--- config.mk ---
export PLATFORM = sky130hd
export DESIGN_NAME = serial_sub_ctrl
export DESIGN_NICKNAME = d
export VERILOG_FILES = /design/src/rtl/dl_lab_pkg.sv /design/src/rtl/full_sub_cell.sv /design/src/rtl/serial_sub_ctrl.sv
export SDC_FILE = /design/constraint.sdc
export NUM_CORES = 1
export LEC_CHECK = 0
export ABC_CLOCK_PERIOD_IN_PS = 1640
export CAP_MARGIN = 20
export CORE_ASPECT_RATIO = 1.75
export CORE_MARGIN = 10
export CORE_UTILIZATION = 30
export DETAILED_ROUTE_END_ITERATION = 10
export GPL_TIMING_DRIVEN = 0
export SETUP_SLACK_MARGIN = 0.4
export SKIP_LAST_GASP = 1
export SLEW_MARGIN = 10
export SYNTH_ARGS = -nofsm -noshare
export SYNTH_HDL_FRONTEND = slang
export SYNTH_SLANG_ARGS = --single-unit
--- constraint.sdc ---
create_clock -name clk -period 1.64 [get_ports clk]
set_input_delay 0.492 -clock clk [delete_from_list [all_inputs] [get_ports clk]]
set_output_delay 0.492 -clock clk [all_outputs]
set_load 0.01 [all_outputs]
--- src/rtl/dl_lab_pkg.sv ---
// Shared definitions for the serial subtractor controller.
// DEFAULT_WIDTH : default operand width in bits
// state_e       : controller state encoding
package dl_lab_pkg;

    localparam int DEFAULT_WIDTH = 8;

    typedef enum logic [1:0] {
        ST_IDLE   = 2'd0,
        ST_SHIFT  = 2'd1,
        ST_FINISH = 2'd2
    } state_e;

endpackage

--- src/rtl/full_sub_cell.sv ---
// One-bit full subtractor: d = a - b - bin, bout set when the subtraction borrows.
// Two half-subtract stages, with their borrows ORed together.
// Ports:
//   a    in  minuend bit
//   b    in  subtrahend bit
//   bin  in  borrow in
//   d    out difference bit
//   bout out borrow out
module full_sub_cell (
    input  logic a,
    input  logic b,
    input  logic bin,
    output logic d,
    output logic bout
);

    logic hs1_d;
    logic hs1_b;
    logic hs2_b;

    // first stage: a - b
    assign hs1_d = a ^ b;
    assign hs1_b = ~a & b;

    // second stage: (a - b) - bin
    assign d     = hs1_d ^ bin;
    assign hs2_b = ~hs1_d & bin;

    assign bout  = hs1_b | hs2_b;

endmodule

--- src/rtl/serial_sub_ctrl.sv ---
// Bit-serial subtractor, LSB first, one bit per clock.
// A start accepted in IDLE loads the operands. SHIFT then runs for WIDTH cycles.
// FINISH publishes diff/borrow_out with a one-cycle done pulse.
//
// state  | meaning
// IDLE   | waiting for start; results hold
// SHIFT  | one difference bit per cycle, counter 0..WIDTH-1
// FINISH | load result registers, pulse done, back to IDLE
//
// Ports:
//   clk        in  clock, rising edge
//   rst_n      in  synchronous active-low reset
//   start      in  operation request, honoured only in IDLE
//   a, b       in  minuend / subtrahend, captured on the accepting edge
//   busy       out high while in SHIFT
//   done       out one-cycle pulse when diff/borrow_out are updated
//   diff       out registered (a - b) mod 2^WIDTH
//   borrow_out out registered final borrow (a < b)
module serial_sub_ctrl
    import dl_lab_pkg::*;
#(
    parameter int WIDTH = DEFAULT_WIDTH
) (
    input  logic             clk,
    input  logic             rst_n,
    input  logic             start,
    input  logic [WIDTH-1:0] a,
    input  logic [WIDTH-1:0] b,
    output logic             busy,
    output logic             done,
    output logic [WIDTH-1:0] diff,
    output logic             borrow_out
);

    localparam int CW = $clog2(WIDTH);
    localparam logic [CW-1:0] CNT_LAST = CW'(WIDTH - 1);

    state_e           state_q, state_d;
    logic [WIDTH-1:0] a_q, a_d;
    logic [WIDTH-1:0] b_q, b_d;
    logic [WIDTH-1:0] res_q, res_d;
    logic [CW-1:0]    cnt_q, cnt_d;
    logic             borrow_q, borrow_d;
    logic             done_q, done_d;
    logic [WIDTH-1:0] diff_q, diff_d;
    logic             borrow_out_q, borrow_out_d;

    logic             cell_d;
    logic             cell_bout;

    full_sub_cell u_cell (
        .a    (a_q[0]),
        .b    (b_q[0]),
        .bin  (borrow_q),
        .d    (cell_d),
        .bout (cell_bout)
    );

    always_comb begin
        state_d      = state_q;
        a_d          = a_q;
        b_d          = b_q;
        res_d        = res_q;
        cnt_d        = cnt_q;
        borrow_d     = borrow_q;
        done_d       = 1'b0;
        diff_d       = diff_q;
        borrow_out_d = borrow_out_q;

        case (state_q)
            ST_IDLE: begin
                if (start) begin
                    a_d      = a;
                    b_d      = b;
                    res_d    = '0;
                    cnt_d    = '0;
                    borrow_d = 1'b0;
                    state_d  = ST_SHIFT;
                end
            end
            ST_SHIFT: begin
                // new bit enters at the MSB so that after WIDTH shifts bit 0 sits at the LSB
                res_d    = {cell_d, res_q[WIDTH-1:1]};
                a_d      = a_q >> 1;
                b_d      = b_q >> 1;
                borrow_d = cell_bout;
                cnt_d    = cnt_q + CW'(1);
                if (cnt_q == CNT_LAST) begin
                    cnt_d   = '0;
                    state_d = ST_FINISH;
                end
            end
            ST_FINISH: begin
                diff_d       = res_q;
                borrow_out_d = borrow_q;
                done_d       = 1'b1;
                state_d      = ST_IDLE;
            end
            default: begin
                state_d = ST_IDLE;
            end
        endcase
    end

    always_ff @(posedge clk) begin
        if (!rst_n) begin
            state_q      <= ST_IDLE;
            a_q          <= '0;
            b_q          <= '0;
            res_q        <= '0;
            cnt_q        <= '0;
            borrow_q     <= 1'b0;
            done_q       <= 1'b0;
            diff_q       <= '0;
            borrow_out_q <= 1'b0;
        end else begin
            state_q      <= state_d;
            a_q          <= a_d;
            b_q          <= b_d;
            res_q        <= res_d;
            cnt_q        <= cnt_d;
            borrow_q     <= borrow_d;
            done_q       <= done_d;
            diff_q       <= diff_d;
            borrow_out_q <= borrow_out_d;
        end
    end

    assign busy       = (state_q == ST_SHIFT);
    assign done       = done_q;
    assign diff       = diff_q;
    assign borrow_out = borrow_out_q;

endmodule

==> results.json <==
{
  "status": "finished clean",
  "crit_start": "state_q[1]",
  "path_delay_family": "flip-flops",
  "cts-buffers-inserted": 5,
  "synth_cell_types": 21,
  "synth_top_family_by_area": "compound AO/OA/AOI/OAI gates",
  "netlist_area_um2": 1600,
  "wl_per_cell_um": 13.7,
  "period_needed_ns": 1.50,
  "ys_warn_count": 0,
  "cts-root-buf": "clkbuf_8",
  "finalCritPeriodShare_pct": 91.5,
  "rr_startpoint": "state_q[1]",
  "dr_total_vias": 1333,
  "synth_xor_area_share_pct": 0,
  "p_leak_nw": 0.939,
  "areaGrowthSynthToFinish_pct": 43.0,
  "cp-end-kind": "output pin",
  "cp.arrival_ns": 1.01,
  "cp.required_ns": 1.15,
  "wl_mm": 3.76,
  "max_cap_violations": 0,
  "dp_hpwl_mm": 2.70,
  "endpoint": "busy",
  "initial_core_util_pct": 30.6,
  "grt_max_degree": 12,
  "fin_util_pct": 43.8,
  "crit_path_start_kind": "register",
  "worst_pin_slew_ns": 0.362,
  "clkLatencyLatePin_ns": 0.29,
  "timing_worst_setup_path_type": "reg -> out",
  "max-clock-path-buffers": 2,
  "place_congestion": 0.841,
  "synth-simple-area-share_pct": 16.3,
  "drc": 0,
  "grt_pass1_vias": 1310,
  "dieArea_um2": 8750,
  "synth_top_area_cell": "dfxtp_1",
  "die_h_um": 117,
  "cts.htree.levels": 2,
  "synth.yosys.seq_area_share_pct": 50.2,
  "core.rowCount": 35,
  "worst_slack_ns": 0.140,
  "fin_tns_setup_ns": 0,
  "cts_tree": "built",
  "num_antenna_cells": 0,
  "synth.area.top_cells": "dfxtp_1 50%, a22o_1 14%, nand2_1 11%",
  "critical_path_depth": 2,
  "synthAdderAreaFrac_pct": 2.82,
  "finalSetupViolCount": 0,
  "synth-compound-area-share_pct": 24.5,
  "final_max_slew_viol_count": 0,
  "postLayoutCellArea_um2": 2280,
  "synth_mux_area_share_pct": 0.627,
  "clk_pin_slew_worst_paths_ns": 0.08,
  "nNetsFinal": 241,
  "p_per_area_nw_per_um2": 842,
  "crit_chain": "and2b_2 > buf_6",
  "synth_top_area_share_pct": 50.2,
  "cts.sinks": 40,
  "dpl_cell_area_um2": 1970,
  "drt_pass1_iterations": 4,
  "ir_drop_v": 0.000597,
  "worstRegToRegCells": 6,
  "core_area_um2": 5210,
  "critPathMaxStageDelay_ns": 0.36,
  "overflow": 0,
  "hp-class": "reg -> reg",
  "slew_headroom_pct": 75.9,
  "nFillCells": 506,
  "r2r_end": "res_q[3]",
  "port_buffers": 28,
  "max_freq_ghz": 0.667,
  "dp_slack_ns": -0.417,
  "crit_slowest_cell": "dfxtp_4",
  "skew_ns": 0.00846,
  "crit_fanout": 4,
  "vias_per_cell": 4.85,
  "hold_viol": 0,
  "antenna_found_initial": 0,
  "grt_pass1_wl_mm": 6.10,
  "synth_nets": 194,
  "synth_seq_cells": 40,
  "grt_use_total_pct": 8.96,
  "drt_iter0_drc": 17,
  "path_buf_inv": 1,
  "io_pins": 30,
  "avgSynthCellArea_um2": 9.28,
  "synth_cells": 172,
  "rrSetupSlack_ns": 0.26,
  "ctsHoldBuffers": 0,
  "drive_gt1_share_pct": 25.5,
  "finalPower_mw": 1.92,
  "rsz0062_at_grt": "true",
  "die_w_um": 75.1,
  "drt.antenna.violating_nets": 0
}
==> how the worst min path moves through the flow <==
stage | start | depth (start not counted) | slack, ns | endpoint
floorplan | res_q[0] | 2 | 0.44 | diff[0]
global placement | diff[0] | 2 | 0.45 | diff[0]
detailed placement | diff[4] | 2 | 0.46 | diff[4]
CTS | diff[4] | 2 | 0.46 | diff[4]
global route | a_q[4] | 1 | 0.50 | a_q[4]
finish | res_q[0] | 2 | 0.47 | diff[0]
==> cell usage in the layout, fill, tap and decap left out, types with 2 or more instances in the layout <==
master | Yosys | routed
ha_1 | 2 | 2
a22oi_1 | 3 | 3
buf_8 | 0 | 3
clkbuf_1 | 4 | 3
nor2b_1 | 5 | 4
inv_1 | 3 | 3
a21boi_0 | 9 | 9
clkdlybuf4s50_1 | 0 | 16
dfxtp_1 | 40 | 29
dfxtp_4 | 0 | 2
o21ai_0 | 14 | 14
clkbuf_16 | 0 | 2
clkbuf_2 | 0 | 2
nand2_1 | 46 | 46
buf_4 | 0 | 7
a22o_1 | 25 | 25
dfxtp_2 | 0 | 9
buf_2 | 6 | 3
clkbuf_8 | 0 | 6
buf_6 | 3 | 15
and2_1 | 4 | 3
==> layout make-up <==
class / count / area [um^2] / area share, %
flip-flops and latches: 40 / 820 / 35.9
inverters: 3 / 11.3 / 0.493
multi-input cells: 116 / 724 / 31.7
well taps: 55 / 68.8 / 3.01
plain buffers: 13 / 126 / 5.53
clock buffers: 8 / 90.1 / 3.95
repair buffers: 40 / 443 / 19.4
==> repair_timing <==
item,in CTS,in global routing
pin swaps,0,6
endpoints found under the hold margin,0,0
resized for setup,69,23
buffers inserted,1,8
cloned,1,2
setup endpoints to repair,50,38
==> registers in the layout, indices dropped and copies added, names as in the netlist <==
name	cells
a_q	8
b_q	8
diff	8
res_q	8
cnt_q	3
state_q	2
borrow_out	1
borrow_q	1
done	1
==> Yosys cell counts <==
cell type  number
and2b_1         1
nor2b_1         5
mux2i_1         1
buf_2           6
nor2_1          1
buf_6           3
nor3b_1         1
a22oi_1         3
o21bai_2        1
clkbuf_1        4
and3_1          1
dfxtp_1        40
a22o_1         25
nand2b_1        1
o21ai_0        14
a21boi_0        9
inv_1           3
fa_1            1
ha_1            2
nand2_1        46
and2_1          4
==> power breakdown <==
group | leakage (nW) | switching (mW) | internal (mW)
combinational | 0.563 | 0.0950 | 0.142
sequential | 0.331 | 0.0188 | 0.999
clock | 0.0455 | 0.324 | 0.343
total | 0.939 | 0.438 | 1.48
==> cells by family after synthesis <==
| logic type | after synthesis |
|---|---|
| simple gates | 60 |
| compound gates | 52 |
| flops | 40 |
| buf+inv | 16 |
| fa+ha+maj | 3 |
| mux | 1 |
==> metal layers <==
metal	up-vias	part of all wire (%)	wire length, um	GRT usage (%)
met5	-	0	0	0
met4	0	2.4	90	4.98
met3	7	3.1	117	2.47
met2	28	55	2090	16.7
met1	616	39	1470	8.35
li1	682	-	-	-
==> worst reg2reg max path, delay by kind of cell (launching register included) <==
kind            cells  cell delay (ns)
buf+inv             3             0.41
compound gates      2             0.36
flops               1             0.35
simple gates        1             0.16
==> stage by stage <==
step / std cells / hold WS, ns
floorplan: 172 / 0.441
global placement: 255 / 0.452
detailed placement: 255 / 0.459
CTS: 265 / 0.463
global route: 275 / 0.500
finish: 275 / 0.465
Note: power is estimated with default switching activity, not from simulation.
